$ cat config.mk
export PLATFORM = sky130hd
export DESIGN_NAME = imem_loader
export DESIGN_NICKNAME = d
export VERILOG_FILES = /design/src/rtl/imem_loader_pkg.sv /design/src/rtl/imem_loader_word_assembler.sv /design/src/rtl/imem_loader.sv
export SDC_FILE = /design/constraint.sdc
export NUM_CORES = 1
export LEC_CHECK = 0
export BUFFER_PORTS_ARGS = -buffer_cell sky130_fd_sc_hd__buf_2
export CAP_MARGIN = 0
export CORE_AREA = 2 2 97 145
export CTS_BUF_LIST = sky130_fd_sc_hd__clkbuf_8
export DETAILED_ROUTE_END_ITERATION = 8
export DIE_AREA = 0 0 99 147
export GPL_TIMING_DRIVEN = 0
export PLACE_DENSITY = 0.75
export SLEW_MARGIN = 20
export SYNTH_ARGS = -nofsm -noshare
export SYNTH_HDL_FRONTEND = slang
export SYNTH_SLANG_ARGS = --single-unit
$ cat constraint.sdc
create_clock -name clk -period 4.9 [get_ports clk]
set_clock_uncertainty 0.05 [all_clocks]
set_input_delay 0.98 -clock clk [delete_from_list [all_inputs] [get_ports clk]]
set_output_delay 0.98 -clock clk [all_outputs]
set_load 0.01 [all_outputs]
$ cat src/rtl/imem_loader_pkg.sv
// Shared types and constants for the instruction-memory loader.
package imem_loader_pkg;

    localparam int unsigned BYTES_PER_WORD = 4;
    localparam int unsigned LEN_WIDTH      = 16;

    typedef enum logic [2:0] {
        ST_IDLE   = 3'd0,
        ST_LEN_HI = 3'd1,
        ST_LEN_LO = 3'd2,
        ST_DATA   = 3'd3,
        ST_CHECK  = 3'd4,
        ST_DONE   = 3'd5,
        ST_ERROR  = 3'd6
    } state_t;

endpackage

$ cat src/rtl/imem_loader_word_assembler.sv
// Big-endian 8->32 assembler: first byte of a word lands in [31:24].
// word_valid is combinational on the 4th byte so the loader can register the write.
module word_assembler
    import imem_loader_pkg::*;
(
    input  logic        clk,
    input  logic        rst_n,
    input  logic        i_clear,
    input  logic        i_byte_valid,
    input  logic [7:0]  i_byte,
    output logic        o_word_valid,
    output logic [31:0] o_word
);

    logic [23:0] r_shift;
    logic [1:0]  r_cnt;

    assign o_word_valid = i_byte_valid && (r_cnt == 2'(BYTES_PER_WORD - 1));
    assign o_word       = {r_shift, i_byte};

    always_ff @(posedge clk or negedge rst_n) begin
        if (!rst_n) begin
            r_shift <= '0;
            r_cnt   <= '0;
        end else if (i_clear) begin
            r_shift <= '0;
            r_cnt   <= '0;
        end else if (i_byte_valid) begin
            r_shift <= {r_shift[15:0], i_byte};
            r_cnt   <= r_cnt + 2'd1;
        end
    end

endmodule

$ cat src/rtl/imem_loader.sv
// Framed byte-stream loader for the instruction memory; releases the core
// (cpu_run) only after a load whose length and XOR checksum are valid.
module imem_loader
    import imem_loader_pkg::*;
#(
    parameter int unsigned ADDR_WIDTH = 8,
    parameter logic [31:0] BASE_ADDR  = 32'h0000_0000
) (
    input  logic                  clk,
    input  logic                  reset,
    input  logic                  start,
    input  logic                  in_valid,
    input  logic [7:0]            in_data,
    output logic                  in_ready,
    output logic                  imem_we,
    output logic [31:0]           imem_addr,
    output logic [31:0]           imem_wdata,
    output logic                  cpu_run,
    output logic                  busy,
    output logic                  load_err,
    output logic [ADDR_WIDTH:0]   words_loaded
);

    localparam logic [31:0] MAX_WORDS = 32'd1 << ADDR_WIDTH;

    state_t                 r_state;
    state_t                 w_state_next;
    logic [7:0]             r_len_hi;
    logic [LEN_WIDTH-1:0]   r_len;
    logic [LEN_WIDTH-1:0]   r_word_idx;
    logic [7:0]             r_xor;
    logic                   r_we;
    logic [31:0]            r_addr;
    logic [31:0]            r_wdata;
    logic [ADDR_WIDTH:0]    r_words_loaded;

    logic                   w_fire;
    logic                   w_start_ok;
    logic                   w_byte_data;
    logic [LEN_WIDTH-1:0]   w_len_next;
    logic                   w_oversize;
    logic                   w_last_word;
    logic                   w_word_valid;
    logic [31:0]            w_word;

    assign w_fire      = in_valid && in_ready;
    assign w_start_ok  = start && ((r_state == ST_IDLE) || (r_state == ST_DONE) ||
                                   (r_state == ST_ERROR));
    assign w_byte_data = w_fire && (r_state == ST_DATA);
    assign w_len_next  = {r_len_hi, in_data};
    assign w_oversize  = 32'(w_len_next) > MAX_WORDS;
    assign w_last_word = (r_word_idx == (r_len - LEN_WIDTH'(1)));

    word_assembler u_asm (
        .clk          (clk),
        .rst_n        (reset),
        .i_clear      (w_start_ok),
        .i_byte_valid (w_byte_data),
        .i_byte       (in_data),
        .o_word_valid (w_word_valid),
        .o_word       (w_word)
    );

    always_ff @(posedge clk or negedge reset) begin
        if (!reset) r_state <= ST_IDLE;
        else        r_state <= w_state_next;
    end

    always_comb begin
        w_state_next = r_state;
        case (r_state)
            ST_IDLE:   if (start) w_state_next = ST_LEN_HI;
            ST_LEN_HI: if (w_fire) w_state_next = ST_LEN_LO;
            ST_LEN_LO: begin
                if (w_fire) begin
                    if (w_oversize)             w_state_next = ST_ERROR;
                    else if (w_len_next == '0)  w_state_next = ST_CHECK;
                    else                        w_state_next = ST_DATA;
                end
            end
            ST_DATA:   if (w_word_valid && w_last_word) w_state_next = ST_CHECK;
            ST_CHECK:  if (w_fire) w_state_next = (in_data == r_xor) ? ST_DONE : ST_ERROR;
            ST_DONE,
            ST_ERROR:  if (start) w_state_next = ST_LEN_HI;
            default:   w_state_next = ST_IDLE;
        endcase
    end

    always_comb begin
        in_ready = 1'b0;
        busy     = 1'b0;
        cpu_run  = 1'b0;
        load_err = 1'b0;
        case (r_state)
            ST_LEN_HI, ST_LEN_LO, ST_DATA, ST_CHECK: begin
                in_ready = 1'b1;
                busy     = 1'b1;
            end
            ST_DONE:  cpu_run  = 1'b1;
            ST_ERROR: load_err = 1'b1;
            default:  ;
        endcase
    end

    // Write strobe and count move together; a byte may be accepted while r_we is high.
    always_ff @(posedge clk or negedge reset) begin
        if (!reset) begin
            r_len_hi       <= '0;
            r_len          <= '0;
            r_word_idx     <= '0;
            r_xor          <= '0;
            r_we           <= 1'b0;
            r_addr         <= '0;
            r_wdata        <= '0;
            r_words_loaded <= '0;
        end else begin
            r_we <= 1'b0;
            if (w_start_ok) begin
                r_len          <= '0;
                r_word_idx     <= '0;
                r_xor          <= '0;
                r_words_loaded <= '0;
            end
            if (w_fire && (r_state == ST_LEN_HI)) r_len_hi <= in_data;
            if (w_fire && (r_state == ST_LEN_LO)) r_len    <= w_len_next;
            if (w_byte_data) r_xor <= r_xor ^ in_data;
            if (w_word_valid) begin
                r_we           <= 1'b1;
                r_wdata        <= w_word;
                r_addr         <= BASE_ADDR + (32'(r_word_idx) << 2);
                r_word_idx     <= r_word_idx + LEN_WIDTH'(1);
                r_words_loaded <= r_words_loaded + (ADDR_WIDTH + 1)'(1);
            end
        end
    end

    assign imem_we      = r_we;
    assign imem_addr    = r_addr;
    assign imem_wdata   = r_wdata;
    assign words_loaded = r_words_loaded;

endmodule

[Word level (Yosys, flattened, before mapping)]
Cells that the tools add are included.
Storage, ports and cells
  memory bits (writable): 0
  input port bits: 12
  register bits after elaboration: 135
  bits in latches: 0
  ROM bits: 0
  memories kept: 0
  output and inout bits: 78
Operators by class
  multiplexer cells: 24
  eq/ne operators: 14
  add/sub/neg operators: 4
  shifts and indexed selects: 0
  reduce and logical (&&, ||, !) cells: 17
  multipliers: 0
  bitwise logic cells: 1
  div/mod/pow operators: 0
  order comparisons: 1
Operator list (count)
  $mux W16: 3
  $mux W24: 2
  $mux W3: 7
  $mux W9: 2
  $add A16 B1 Y16 const B: 1
  $eq A16 B16 Y1: 1
  $gt A16 B9 Y1 const B: 1
  $logic_not A16 Y1: 1
  $mux W8: 2
  $sub A16 B1 Y16 const B: 1
  $pmux W3 S5: 1
  $add A9 B1 Y9 const B: 1
  $eq A3 B3 Y1 const B: 3
  $eq A8 B8 Y1: 1
  $xor A8 B8 Y8: 1
  $logic_and A1 B1 Y1: 7
  $eq A3 B2 Y1 const B: 2
  $mux W2: 3
  $ne A2 B2 Y1 const B: 3
  $reduce_bool A2 Y1: 3
  $reduce_and A5 Y1: 1
  $mux W1: 4
  $ne A2 B1 Y1 const B: 2
  $reduce_or A4 Y1: 1
  other kinds (6): 7

[Logic depth before layout (Yosys ltp)]
  word-level depth: 9
  gate-level depth with buffers: 10

[By module]
A second synthesis with hierarchy kept.
Second synthesis, totals
  cell total of the unflattened synthesis: 635
  area total of the unflattened synthesis: 6677.7 um2
Modules (own cells, without submodules)
  imem_loader: instances 1, seq. area each 2727.6 um2, area each 5524.0 um2, cells each 541
  word_assembler: instances 1, seq. area each 650.6 um2, area each 1153.6 um2, cells each 94

[Worst setup path after synthesis]
OpenSTA, ideal clock, no wires.
  kind: input to register
  start point: input in_valid
  end point: register r_state[0]
  required time: 4713 ps
  library setup time: 137 ps
  path buffers: 0
  stages: 6
  slack: 2290 ps
  data arrival time: 2424 ps
  path through: and4b_1 nand2_1 or4_1 a211o_1 a2111oi_4 a21oi_1
Between the ends
  word-level cells in the longest chain between the ends: 6
RTL lines
  from (decl): RTL line imem_loader.sv:12  | input logic in_valid,
  $logic_and A1 B1 Y1 *: RTL line imem_loader.sv:46  | assign w_fire = in_valid && in_ready;
  $logic_and A1 B1 Y1: RTL line imem_loader.sv:49  | assign w_byte_data = w_fire && (r_state == ST_DATA);
  $logic_and A1 B1 Y1: RTL line imem_loader_word_assembler.sv:18  | assign o_word_valid = i_byte_valid && (r_cnt == 2'(BYTES_PER_WORD - 1));
  $logic_and A1 B1 Y1: RTL line imem_loader.sv:81  | ST_DATA: if (w_word_valid && w_last_word) w_state_next = ST_CHECK;
  $ne A2 B1 Y1 (no line)
  $reduce_and A5 Y1 (no line) *
  to (signal assigned): RTL line imem_loader.sv:66  | else r_state <= w_state_next;
  to (decl): RTL line imem_loader.sv:26  | state_t r_state;
Mark *: on every way between the ends. The rest lies on a longest branch, timed or not.
A chain may end at the register's enable or synchronous reset.

[Worst setup path after layout]
  start point: register r_len[0]
  end point: register r_state[1]
Between the ends
  word-level cells in the longest chain between the ends: 5
RTL lines
  from (decl): RTL line imem_loader.sv:29  | logic [LEN_WIDTH-1:0] r_len;
  from (signal assigned): RTL line imem_loader.sv:125  | if (w_fire && (r_state == ST_LEN_LO)) r_len <= w_len_next;
  $sub A16 B1 Y16: RTL line imem_loader.sv:52  | assign w_last_word = (r_word_idx == (r_len - LEN_WIDTH'(1)));
  $eq A16 B16 Y1: RTL line imem_loader.sv:52
  $logic_and A1 B1 Y1: RTL line imem_loader.sv:81
  $ne A2 B1 Y1 (no line)
  $reduce_and A5 Y1 (no line)
Every way passes these cells.

==> summary.md <==
| Metric | Value |
|---|---|
| Outcome | `finished, final reports clean` |
| Drt initial violations | `287` |
| Clock transition at path regs | `~0.08 ns` |
| CTS sink cnt | `between 100 and 150` |
| CTS Buf Count | `17` |
| Seq cells post-synth | `between 100 and 150` |
| CP endpoint | `r_state[1]` |
| Final setup vio count | `0` |
| Post-synth ARST share | `between 90% and 100%` |
| Area delta synth->final | `16.8%` |
| Initial Util | `between 40% and 50%` |
| Worst VDD drop | `0.251 mV` |
| Vias | `5,353` |
| Die height | `roughly 150 um` |
| Combinational Power Share | `33.4%` |
| Clock latency on the worst-skew pair | `0.45 ns` |
| Post-layout util | `a little under three fifths` |
| FF-to-FF End | `r_state[1]` |
| Syn Inst Count | `~740` |
| CTS root buf | `clkbuf_8` |
| Total leakage power | `3.84 nW` |
| Post-Place Cell Area | `roughly 7000 um2` |
| R2R cell count | `8` |
| GRT met1 Usage | `25.6%` |
| Grt total ovfl | `0` |
| Cell Rows | `52` |
| Final Cell Area | `7580 um2` |
| Clock network fraction of design power | `26.1%` |
| Total GRT Usage | `about 22%` |
| Worst path max stage delay | `0.47 ns` |
| Worst path bufs/invs | `1` |
| Final period util | `58.1%` |
| Startpoint Class | `flip-flop` |
| First-pass GRT wire length | `about 25 mm` |
| Switching power | `around 0.0014 W` |
| WP data arrival | `about 3.1 ns` |
| Worst Slack Setup Final | `2.05 ns` |
| Library cells used by synthesis | `49` |
| Busiest grt layer | `met2` |
| Post-cts sizing count | `0` |
| Met2 usage | `between 30% and 40%` |
| Drt via density | `between 5 and 6` |
| Final Wtd Congestion | `~0.85` |
| Die width | `approximately 99 um` |
| Post-CTS Hold Buffers | `0` |
| # IOs | `90` |
| WS Path Type | `reg2reg` |
| Worst setup path startpoint | `r_len[0]` |
| Nets@finish | `approximately 870` |
| Drt pass-1 iters | `5` |
| Number of remaining DRC errors | `0` |
| Crit-path max FO | `6` |
| # H-tree levels | `4` |
| CP Depth | `8` |
| Met3 Use GR | `4.95%` |
| Fill cells | `around 1,200` |
| RSZ-0062 raised after global routing | `no` |
| Yosys top cell by area | `dfrtp_1` |
| Diodes inserted | `0` |
| Worst setup EP type | `flip-flop` |
| Sequential fraction of the synthesis area | `a little over half` |
| Dpl ws | `between 1.5 and 2 ns` |
| Final HPWL from detailed placement | `approximately 11 mm` |
| Area contributors post-synth | `dfrtp_1 52%, nand2_1 14%, o21ai_0 4.7%, a21oi_1 2.7%, xor2_1 2.3%` |
| Max-cap viol count | `0` |
| Commonest cells post-synth | `249 x nand2_1, 135 x dfrtp_1, 61 x o21ai_0` |
| Most numerous cell in the Yosys netlist | `nand2_1` |
| Area share of the largest cell type after synthesis | `~52%` |
| TritonCTS clock tree | `built` |
| Max transition margin | `just under 40%` |
| Syn_area_per_cell | `8.76 um2` |
| Aggregate negative setup slack | `0 ns` |
| DIE AREA | `approximately 15,000 um2` |
| CP top delay family | `compound AO/OA/AOI/OAI gates` |
| Post-CTS setup buffer count | `0` |
| Top_reg_cell synth | `dfrtp_1` |
| Initial antenna violation count | `0` |
| Port bufs | `73` |
| Least-Margin Pin Slew | `0.916 ns` |
| Hold Vio Cnt, Final | `0` |
| Yosys warns | `0` |
| Vias in the first global route | `5,243` |
| Maximum clock rate | `about 350 MHz` |
| Placeable Area | `13,300 um2` |
| Internal Pwr Total | `approximately 0.0024 W` |
| ANT nets after route | `0` |
| Worst-case clock buffer depth | `2` |
| Post-synth EDFFs | `0` |
| Worst Path Required | `~5.2 ns` |
| Synthesized area | `~6500 um2` |
| Fin crit period | `approximately 2.8 ns` |
| Sw frac | `between 30 and 40%` |
| Hold WC Path Type | `in2async` |
| Worst reg2reg startpoint | `r_len[0]` |
| Sequential share of power | `between 40% and 50%` |
| Pins Over Slew Limit | `0` |
| Critical path's slowest cell | `nor3b_1` |
| WL/cell | `14.6 um` |
| Crit path top cell by count | `a21oi_1` |
| Pwr dens | `493 nW/um2` |
| Largest net degree at the start of global routing | `between 100 and 150` |
| Total Wirelength | `around 15 mm` |
| CP cell instances | `inv_1, ha_1, nor3b_1, a21oi_1, or4_1, a211o_1, a2111oi_4, a21oi_1` |
| Share of layout cells above drive strength 1 | `17.1%` |
| Flop2flop setup slack | `around 2.1 ns` |
==> layout make-up <==
cell class	instances	area [um2]	share of cell area (%)
Clock inverter	12	151	2.00
Buffer	58	290	3.83
Timing Repair Buffer	74	403	5.32
Inverter	9	33.8	0.446
Tap cell	162	203	2.67
Clock buffer	20	275	3.63
Multi-Input combinational cell	554	2840	37.5
Sequential cell	135	3380	44.6
==> layer usage <==
metal	vias to the layer above	part of all wire, %	routed length (um)
met2	134	51	7700
met3	28	4.6	692
li1	2675	-	-
met4	0	3.0	444
met5	-	0	0
met1	2516	41	6150
==> per-stage QoR <==
step	hold slack, ns	total power [W]	cells
3_5_place_dp	0.407	0.00277	992
4_1_cts	0.336	0.00375	1024
5_1_grt	0.337	0.00399	1024
6_report	0.332	0.00374	1024
3_3_place_gp	0.399	0.00275	991
2_1_floorplan	0.389	0.00242	756
==> power groups by stage <==
| stage | Sequential [W] | Clock (W) | Combinational, W |
|---|---|---|---|
| after floorplan | 0.00148 | 0 | 0.000933 |
| after global placement | 0.00153 | 0 | 0.00122 |
| after detailed placement | 0.00153 | 0 | 0.00124 |
| after CTS | 0.00151 | 0.000987 | 0.00125 |
| after global routing | 0.00155 | 0.00104 | 0.00140 |
| final | 0.00152 | 0.000974 | 0.00125 |
==> registers in the layout, indices dropped and copies added (netlist names), 2 cells and up <==
register,cells
imem_addr,16
imem_wdata,32
r_len,16
r_len_hi,8
r_state,3
r_word_idx,16
r_xor,8
u_asm.r_cnt,2
u_asm.r_shift,24
words_loaded,9
==> worst min path at each step <==
stage,end,slack (ns),cells after the start
after floorplan,imem_wdata[24],0.39,2
after global placement,imem_wdata[29],0.40,2
after detailed placement,imem_wdata[31],0.41,2
after CTS,words_loaded[5],0.34,1
after global routing,words_loaded[4],0.34,1
final,words_loaded[6],0.33,1
==> logic make-up after synthesis <==
group,share of synthesized area [%]
AOI/OAI and AO/OA,12.2
xor gates and xnor gates,3.91
adders and majority gates,0.771
buffers and inverters,4.99
DFF,52.1
muxes,2.18
other,0.0578
and+or+nand+nor,23.8
==> placed cells by master, fill, tap and decap left out, drive strengths merged, types with 3 or more instances in the layout <==
cell type / n
xnor2: 12
or3: 5
nand2: 249
o211ai: 5
or4: 6
a31oi: 3
xor2: 17
and3: 6
a21oi: 35
nand4: 11
mux2: 9
conb: 16
buf: 100
inv: 10
nand3b: 3
mux2i: 4
nand3: 13
nor4: 7
o21ai: 61
bufinv: 3
clkinv: 7
clkbuf: 52
nor2: 32
nor2b: 3
o31ai: 13
dfrtp: 135
or2: 4
ha: 4
a211oi: 3
nor3: 10
nand2b: 4
Power figures use the tool's default switching activity.
